<file path="config.mk">
export PLATFORM = sky130hd
export DESIGN_NAME = can_reg_write_demux
export DESIGN_NICKNAME = d
export VERILOG_FILES = /design/src/rtl/can_reg_write_demux.sv
export SDC_FILE = /design/constraint.sdc
export NUM_CORES = 1
export LEC_CHECK = 0
export CAP_MARGIN = 20
export CORE_AREA = 2 2 483 485
export DETAILED_ROUTE_END_ITERATION = 12
export DIE_AREA = 0 0 485 487
export PLACE_DENSITY = 0.48
export SLEW_MARGIN = 10
export SYNTH_ARGS = -nofsm -noshare
export SYNTH_HDL_FRONTEND = slang
export SYNTH_SLANG_ARGS = --single-unit
</file>
<file path="constraint.sdc">
create_clock -name sys_clk -period 1.9 [get_ports sys_clk]
set_input_delay 0.57 -clock sys_clk [delete_from_list [all_inputs] [get_ports sys_clk]]
set_output_delay 0.57 -clock sys_clk [all_outputs]
set_load 0.02 [all_outputs]
</file>
<file path="src/rtl/can_reg_write_demux.sv">
// Controller-to-CAN register fetch demux: request/ack to the CAN core, reply captured into NUM_REGS shadow regs.
// One cycle each way (CS->DEMUX2Can_CS, Can ack->controller ack); controller holds CS until ack and must drop it before the next request.
module can_reg_write_demux #(
    parameter int                  DATA_W        = 32,
    parameter int                  ADDR_W        = 8,
    parameter int                  NUM_REGS      = 36,
    parameter int                  TIMEOUT       = 16,
    parameter logic [NUM_REGS-1:0] SELF_CLR_MASK = '0
) (
    input  logic                       sys_clk,
    input  logic                       IP2Can_reset_n,
    input  logic                       Controller2DEMUX_CS,
    input  logic [ADDR_W-1:0]          addr_bus,
    input  logic [DATA_W-1:0]          Can2DEMUX_data,
    input  logic                       Can2DEMUX_ack,
    output logic                       DEMUX2Can_CS,
    output logic [ADDR_W-1:0]          DEMUX2Can_addr,
    output logic                       DEMUX2Controller_ack,
    output logic                       DEMUX2Controller_err,
    output logic [NUM_REGS*DATA_W-1:0] DEMUX2reg_bus,
    output logic [NUM_REGS-1:0]        DEMUX2reg_wr_strobe,
    output logic                       busy
);
    localparam int TW_RAW = $clog2(TIMEOUT + 1);
    localparam int TW     = (TW_RAW < 1) ? 1 : TW_RAW;
    localparam int IW     = (NUM_REGS > 1) ? $clog2(NUM_REGS) : 1;
    localparam logic [TW-1:0] T_LAST = TW'((TIMEOUT > 0) ? TIMEOUT - 1 : 0);

    typedef enum logic [1:0] {ST_IDLE, ST_WAIT, ST_RESP, ST_HOLD} state_t;

    state_t                            state_q, state_d;
    logic [IW-1:0]                     idx_q, idx_d;
    logic                              can_cs_q, can_cs_d;
    logic [ADDR_W-1:0]                 can_addr_q, can_addr_d;
    logic                              ack_q, ack_d;
    logic                              err_q, err_d;
    logic [TW-1:0]                     timer_q, timer_d;
    logic [NUM_REGS-1:0]               strobe_q, strobe_d;
    logic [NUM_REGS-1:0][DATA_W-1:0]   regs_q, regs_d;

    logic [ADDR_W-1:0] word_idx;
    logic              addr_bad;

    assign word_idx = addr_bus >> 2;
    assign addr_bad = (addr_bus[1:0] != 2'b00) || (32'(word_idx) >= NUM_REGS);

    always_comb begin
        state_d    = state_q;
        idx_d      = idx_q;
        can_cs_d   = can_cs_q;
        can_addr_d = can_addr_q;
        ack_d      = 1'b0;
        err_d      = 1'b0;
        timer_d    = timer_q;
        strobe_d   = '0;
        regs_d     = regs_q;

        // The strobe from last cycle marks the register just written; masked ones clear now.
        for (int i = 0; i < NUM_REGS; i++) begin
            if (strobe_q[i] && SELF_CLR_MASK[i]) begin
                regs_d[i] = '0;
            end
        end

        case (state_q)
            ST_IDLE: begin
                if (Controller2DEMUX_CS) begin
                    if (addr_bad) begin
                        ack_d   = 1'b1;
                        err_d   = 1'b1;
                        state_d = ST_RESP;
                    end else begin
                        idx_d      = IW'(word_idx);
                        can_addr_d = addr_bus;
                        can_cs_d   = 1'b1;
                        timer_d    = '0;
                        state_d    = ST_WAIT;
                    end
                end
            end
            ST_WAIT: begin
                if (Can2DEMUX_ack) begin
                    regs_d[idx_q]   = Can2DEMUX_data;
                    strobe_d[idx_q] = 1'b1;
                    can_cs_d        = 1'b0;
                    ack_d           = 1'b1;
                    state_d         = ST_RESP;
                end else if ((TIMEOUT != 0) && (timer_q == T_LAST)) begin
                    can_cs_d = 1'b0;
                    ack_d    = 1'b1;
                    err_d    = 1'b1;
                    state_d  = ST_RESP;
                end else begin
                    timer_d = timer_q + 1'b1;
                end
            end
            ST_RESP: begin
                state_d = Controller2DEMUX_CS ? ST_HOLD : ST_IDLE;
            end
            ST_HOLD: begin
                // A long CS must fall before another request is accepted.
                if (!Controller2DEMUX_CS) begin
                    state_d = ST_IDLE;
                end
            end
            default: state_d = ST_IDLE;
        endcase
    end

    always_ff @(posedge sys_clk or negedge IP2Can_reset_n) begin
        if (!IP2Can_reset_n) begin
            state_q    <= ST_IDLE;
            idx_q      <= '0;
            can_cs_q   <= 1'b0;
            can_addr_q <= '0;
            ack_q      <= 1'b0;
            err_q      <= 1'b0;
            timer_q    <= '0;
            strobe_q   <= '0;
            regs_q     <= '0;
        end else begin
            state_q    <= state_d;
            idx_q      <= idx_d;
            can_cs_q   <= can_cs_d;
            can_addr_q <= can_addr_d;
            ack_q      <= ack_d;
            err_q      <= err_d;
            timer_q    <= timer_d;
            strobe_q   <= strobe_d;
            regs_q     <= regs_d;
        end
    end

    assign DEMUX2Can_CS         = can_cs_q;
    assign DEMUX2Can_addr       = can_addr_q;
    assign DEMUX2Controller_ack = ack_q;
    assign DEMUX2Controller_err = err_q;
    assign DEMUX2reg_bus        = regs_q;
    assign DEMUX2reg_wr_strobe  = strobe_q;
    assign busy                 = (state_q != ST_IDLE);

endmodule

</file>
==> run summary, run 1 <==
Placed Area -> 63520 um2
hold_ws -> 0.2741 ns
Hold Path Class -> in2reg
startpoint type of the worst setup path -> register
power per cell area -> 1183 nW/um2
die height -> 487 um
Synth Cell Area -> 45290 um2
Final Instance Count excl. Fillers -> 7382
First-pass DRT Iterations -> 4
Port Buf Inserts -> 1243
drt drc -> 0
hpwl dp -> 132.0 mm
end point of the critical path -> busy
top cells by area, synth -> dfrtp_1, mux2_2, mux2_1, clkbuf_1, buf_2
Pleak -> 35.75 nW
synth-to-layout area growth -> 56.10%
min Tclk post-route -> 2.298 ns
final-stage net count -> 4249
final hold vios -> 0
Synth Flop Type -> dfrtp_1
GRT overflow -> 0
Syn Inst Count -> 2710
final worst slack -> -0.3983 ns
number of global-route vias before repair -> 31390
CTS tree -> done
number of synthesized flops with an enable pin -> 0
worst setup path start -> state_q[1]
Die ar. -> 236200 um2
row count -> 177
maximum VDD drop -> 0.0007347 V
complex-gate fraction of the synthesized area -> 0.1906%
first-pass GRT wire length -> 263.8 mm
CP required -> 1.33 ns
chip width -> 485 um
RR Endpoint -> DEMUX2reg_bus[475]
FF-to-FF setup slack -> -0.33 ns
clock latency on the worst-skew pair -> 0.79 ns
kind of critical path -> reg2out
post-synth top area share -> 66.64%
Top Ports -> 1244
utilization after layout -> 30.55%
simple-gate share of the synthesized area -> 1.636%
RSZ-0062 raised after global routing -> yes
Max Freq -> 435.1 MHz
vias post-DR -> 29660
starting density of the core -> 19.57%
asr flop ratio synth -> 100.0%
result of the run -> finished, violations left
final wirelength -> 196.2 mm
Avg Vias per Cell -> 4.018
layout cells sized above 1 -> 68.21%
Seq/Total Area, Yosys -> 66.64%
failing checks -> negative setup slack
GRT Util Overall -> 15.97%
critical path peak fanout -> 6
Clock transition at path regs -> 0.06 ns
Synth Net Count -> 2756
fin area -> 70690 um2
Avg Cell Area, Syn -> 16.71 um2
Post-Synth XOR/XNOR Area -> 0%
Slew Limit Fails -> 0
per-cell routed wire length -> 26.58 um
CTS Buf Count -> 144
post-synthesis adder-cell area fraction -> 0.05526%
area of the core -> 231400 um2
Commonest cells post-synth -> dfrtp_1, mux2_2, clkbuf_1, buf_2, mux2_1
synthesis warning total -> 0
DP Cell Count -> 7003
largest net degree at the start of global routing -> 75
H-tree depth -> 4
mux share of post-synthesis cell area -> 28.79%
clock tree buffer depth -> 3
Final Skew -> 0.05330 ns
largest area contributor in the netlist -> dfrtp_1
1st-iter DRT viols -> 1260
Sink Count -> 1206
Worst R2R Start -> idx_q[5]
most numerous cell in the Yosys netlist -> dfrtp_1
RD Place Congestion -> 0.7662
Setup Viol. Count Final -> 1208
Power, Total -> 83.63 mW
main combinational cell family by area after synthesis -> multiplexers
reg2reg path depth -> 6
initial antenna violation count -> 32
Seq cells post-synth -> 1206
antenna-violating nets left -> 0
Root Buffer -> clkbuf_16
max_slew headroom -> 55.06%
WP data arrival -> 1.73 ns
post-route clock period utilization -> 121.0%
worst slew pin tran -> 0.6741 ns
Crit. End Element -> output port
maximum capacitance violations -> 0
Distinct cells, synth -> 41
worst max-delay path, cell delays in order (launching register included):
cell and delay [ns]:
dfrtp_1 0.38, buf_6 0.14, or2_4 0.28, buf_12 0.15
worst min path at each step:
stage                         endpoint               start  slack (ns)  depth (start not counted)
floorplan                 DEMUX2Can_CS      IP2Can_reset_n        0.27                          0
global placement    DEMUX2reg_bus[966]  DEMUX2reg_bus[966]        0.47                          1
detailed placement   DEMUX2Can_addr[0]   DEMUX2Can_addr[0]        0.47                          1
CTS                 DEMUX2reg_bus[289]   Can2DEMUX_data[1]        0.17                          3
global route        DEMUX2reg_bus[481]   Can2DEMUX_data[1]        0.20                          3
finish              DEMUX2reg_bus[481]   Can2DEMUX_data[1]        0.27                          3
cell usage in the layout (no fill, tap or decap), types with 7 or more instances in the layout:
cell type and n:
clkbuf_16 153, mux2_4 19, nand3_2 7, dfrtp_1 1200, buf_4 199, buf_12 115
buf_6 1167, clkdlybuf4s50_1 10, mux2_2 1098, clkbuf_8 25, mux2_1 41, nor3_4 16
nand3_4 13, clkinv_2 11, bufinv_16 7, clkbuf_1 45, diode_2 29, buf_2 65
inv_1 23
routing by layer:
metal / vias to the layer above / GRT usage, % / share of wire, %
met5: - / 0 / 0.012
met4: 4 / 5.947 / 3.3
met3: 264 / 6.375 / 9.8
met2: 1211 / 25.70 / 47
met1: 15650 / 19.12 / 40
li1: 12530 / - / -
registers in the layout, indices dropped and copies added, names as in the netlist:
name / count
timer_q: 5
DEMUX2Can_addr: 2
idx_q: 6
DEMUX2reg_bus: 1152
DEMUX2Controller_ack: 1
state_q: 2
DEMUX2Can_CS: 1
DEMUX2Controller_err: 1
DEMUX2reg_wr_strobe: 36
timing repair:
action	CTS	global route
hold buffers	1	0
cloned	0	7
setup buffers	68	21
setup endpoints to repair	2312	2369
endpoints found under the hold margin	29	0
pin swaps	1	6
gates resized for setup	6238	1059
where the power goes:
group | switching (mW) | internal (mW)
sequential | 2.97 | 29.8
combinational | 11.5 | 11.5
clock | 11.6 | 16.2
total | 26.1 | 57.5
stage by stage:
| step | setup slack, ns | setup TNS [ns] |
|---|---|---|
| 3_5_place_dp | -0.7360 | -716.21 |
| 6_report | -0.3983 | -156.99 |
| 5_1_grt | -0.5141 | -337.50 |
| 3_3_place_gp | -0.7454 | -722.82 |
| 2_1_floorplan | -0.1445 | -34.58 |
| 4_1_cts | -0.5130 | -366.61 |
cells by family after synthesis:
| logic type | after synthesis |
|---|---|
| flops | 1206 |
| mux | 1158 |
| buf+inv | 243 |
| simple gates | 87 |
| compound gates | 14 |
| fa+ha+maj | 2 |
layout make-up:
cell class / instances / area (um2)
Multi-Input combinational cell: 1261 / 14200
Sequential cell: 1206 / 30190
Tap cell: 3043 / 3807
Clock buffer: 216 / 4167
Fill cell: 23220 / 160700
Inverter: 23 / 86.33
Antenna cell: 29 / 72.57
Timing Repair Buffer: 1567 / 17610
Clock inverter: 37 / 555.5
Note: power is estimated with default switching activity, not from simulation.
==> run 2, diff against run 1 <==
--- a/config.mk
+++ b/config.mk
@@ -11,2 +11,3 @@
 export DIE_AREA = 0 0 485 487
+export MAX_ROUTING_LAYER = met4
 export PLACE_DENSITY = 0.48
==> constraint.sdc (replaced) <==
create_clock -name sys_clk -period 1.9 [get_ports sys_clk]
set_input_delay 0.19 -clock sys_clk [delete_from_list [all_inputs] [get_ports sys_clk]]
set_output_delay 0.19 -clock sys_clk [all_outputs]
set_load 0.02 [all_outputs]
==> run 2 against run 1 <==
- fmax increased by 4.4%
- critical path type is now reg2reg
- sequential share of layout area decreased by 0.97 points
- register-to-register slack improved by 0.03 ns
- worst setup slack improved by 0.097 ns
- largest power group unchanged
- the flow still finishes with violations (negative setup slack)
- critical path depth increased by 3
- clock skew decreased by 0.019 ns
- flip-flop and latch count unchanged
- wire length increased by 7.6%
- global-route usage increased by 1.4 points
==> run summary, run 2 (synthesis gave the netlist of run 1 again) <==
result of the run -> finished, violations left (unchanged)
failing checks -> negative setup slack (unchanged)
min Tclk post-route -> 2.202 ns (was 2.298 ns)
kind of critical path -> reg2reg (was reg2out)
vias post-DR -> 30320 (was 29660)
Slew Limit Fails -> 0 (unchanged)
per-cell routed wire length -> 28.47 um (was 26.58 um)
CP required -> 2.55 ns (was 1.33 ns)
max_slew headroom -> 32.17% (was 55.06%)
chip width -> 485 um (unchanged)
clock tree buffer depth -> 3 (unchanged)
area of the core -> 231400 um2 (unchanged)
CTS Buf Count -> 143 (was 144)
antenna-violating nets left -> 0 (unchanged)
Final Skew -> 0.03473 ns (was 0.05330 ns)
1st-iter DRT viols -> 1545 (was 1260)
CTS tree -> done (unchanged)
crit-path max cell delay -> 0.56 ns (was 0.38 ns)
most frequent cells in the layout -> dfrtp_1, clkdlybuf4s50_1, mux2_2 (was dfrtp_1, buf_6, mux2_2)
RD Place Congestion -> 0.7611 (was 0.7662)
WP data arrival -> 2.85 ns (was 1.73 ns)
Port Buf Inserts -> 1243 (unchanged)
GRT overflow -> 0 (unchanged)
number of global-route vias before repair -> 32030 (was 31390)
critical path cell sequence -> or4b_4 > buf_12 > nor3_4 > buf_12 > buf_16 > mux2_2 (was buf_6 > or2_4 > buf_12)
starting density of the core -> 19.57% (unchanged)
Avg Vias per Cell -> 4.091 (was 4.018)
drt drc -> 0 (unchanged)
fillers -> 22810 (was 23220)
startpoint type of the worst setup path -> register (unchanged)
Top Ports -> 1244 (unchanged)
Place WS -> -0.5544 ns (was -0.7360 ns)
Largest register FFs -> 1152 (unchanged)
worst slew pin tran -> 1.017 ns (was 0.6741 ns)
largest net degree at the start of global routing -> 77 (was 75)
maximum VDD drop -> 0.0008095 V (was 0.0007347 V)
H-tree depth -> 4 (unchanged)
maximum capacitance violations -> 0 (unchanged)
commonest non-fill, non-tap cell in the layout -> dfrtp_1 (unchanged)
final wirelength -> 211.0 mm (was 196.2 mm)
Crit. End Element -> register (was output port)
buffers plus inverters on the worst setup path -> 3 (was 2)
clock latency on the worst-skew pair -> 0.79 ns (about the same)
post-route clock period utilization -> 115.9% (was 121.0%)
final hold vios -> 0 (unchanged)
RSZ-0062 raised after global routing -> yes (unchanged)
Hold Path Class -> in2reg (unchanged)
fin area -> 72330 um2 (was 70690 um2)
Die ar. -> 236200 um2 (unchanged)
CP max stage cell -> or4b_4 (was dfrtp_1)
final worst slack -> -0.3016 ns (was -0.3983 ns)
Setup Viol. Count Final -> 2275 (was 1208)
initial antenna violation count -> 13 (was 32)
Sink Count -> 1206 (unchanged)
Clock transition at path regs -> 0.06 ns (about the same)
final-stage net count -> 4292 (was 4249)
Root Buffer -> clkbuf_16 (unchanged)
First-pass DRT Iterations -> 5 (was 4)
layout cells sized above 1 -> 41.12% (was 68.21%)
Pleak -> 33.66 nW (was 35.75 nW)
cell family with most CP delay -> simple AND/OR/NAND/NOR gates (was flip-flops)
CP most frequent cell -> buf_12
GRT Util Overall -> 17.37% (was 15.97%)
Max Freq -> 454.2 MHz (was 435.1 MHz)
die height -> 487 um (unchanged)
row count -> 177 (unchanged)
setup total negative slack -> -230.39 ns (was -156.99 ns)
power per cell area -> 1147 nW/um2 (was 1183 nW/um2)
Placed Area -> 63410 um2 (was 63520 um2)
synth-to-layout area growth -> 59.72% (was 56.10%)
first-pass GRT wire length -> 277.9 mm (was 263.8 mm)
critical path peak fanout -> 8 (was 6)
hpwl dp -> 132.1 mm (was 132.0 mm)
-- run 2: cell count changes in the layout (fill, tap and decap cells not counted), sizes merged, moves of 4 or more --
| cell | delta |
|---|---|
| buf | -1188 |
| clkdlybuf4s50 | +1179 |
| dlygate4sd3 | +28 |
| diode | -20 |
| clkbuf | +18 |
| dlygate4sd2 | +8 |
| clkinv | +4 |
-- run 2: final cells by class --
type | instances | area [um2] | share of cell area (%)
Antenna cell | 9 | 22.52 | 0.03114
Sequential cell | 1206 | 30180 | 41.73
Timing Repair Buffer | 1611 | 18180 | 25.14
Multi-Input combinational cell | 1261 | 15260 | 21.10
Inverter | 23 | 86.33 | 0.1194
Clock buffer | 221 | 4274 | 5.909
Clock inverter | 38 | 510.5 | 0.7058
Tap cell | 3043 | 3807 | 5.264
-- run 2: worst paths after layout --
path                                    startpoint            endpoint  slack [ns]  cells past startpoint
worst max-delay path                    state_q[1]  DEMUX2reg_bus[381]       -0.30                      6
worst min-delay path            Can2DEMUX_data[15]   DEMUX2reg_bus[15]        0.06                      3
worst max register to register          state_q[1]  DEMUX2reg_bus[381]       -0.30                      6
worst min register to register  DEMUX2reg_bus[978]  DEMUX2reg_bus[978]        0.49                      1
max in group asynchronous           IP2Can_reset_n  DEMUX2reg_bus[828]        0.85                      3
min in group asynchronous           IP2Can_reset_n  DEMUX2reg_bus[280]        0.25                      3
-- run 2: timing repair --
| item | 4_1_cts | 5_1_grt |
|---|---|---|
| buffers inserted | 64 | 23 |
| hold buffers | 30 | 0 |
| cloned | 31 | 23 |
| resized for setup | 265 | 239 |
| hold endpoints to repair | 1474 | 0 |
| pin swaps | 11 | 10 |
| endpoints found under the setup margin | 2304 | 2360 |
-- run 2: per-layer routing --
layer	wire length, um	track usage, %	part of all wire (%)
met5	0	-	0
met3	17060	5.703	8.1
met1	93350	21.90	44
met4	4145	4.239	2.0
met2	96490	26.82	46
-- run 2: through the flow --
| step | power [mW] | utilization (%) | hold WS [ns] | std cells |
|---|---|---|---|---|
| global route | 86.29 | 31.25 | 0.02424 | 7407 |
| CTS | 83.53 | 30.57 | 0.002227 | 7369 |
| detailed placement | 54.33 | 27.40 | 0.1598 | 6986 |
| finish | 82.97 | 31.25 | 0.06468 | 7412 |
| global placement | 54.13 | 27.39 | 0.1604 | 6985 |
| floorplan | 41.44 | - | -0.1056 | 2710 |
-- run 2: report_power, final --
group	switching [mW]	internal [mW]
logic	11.6	11.3
registers	2.28	29.8
clock network	11.7	16.3
-- run 2: tightest hold or removal path, delay by kind of cell --
family / cells / cell delay, ns
buffers and inverters: 2 / 0.41
multiplexers: 1 / 0.19
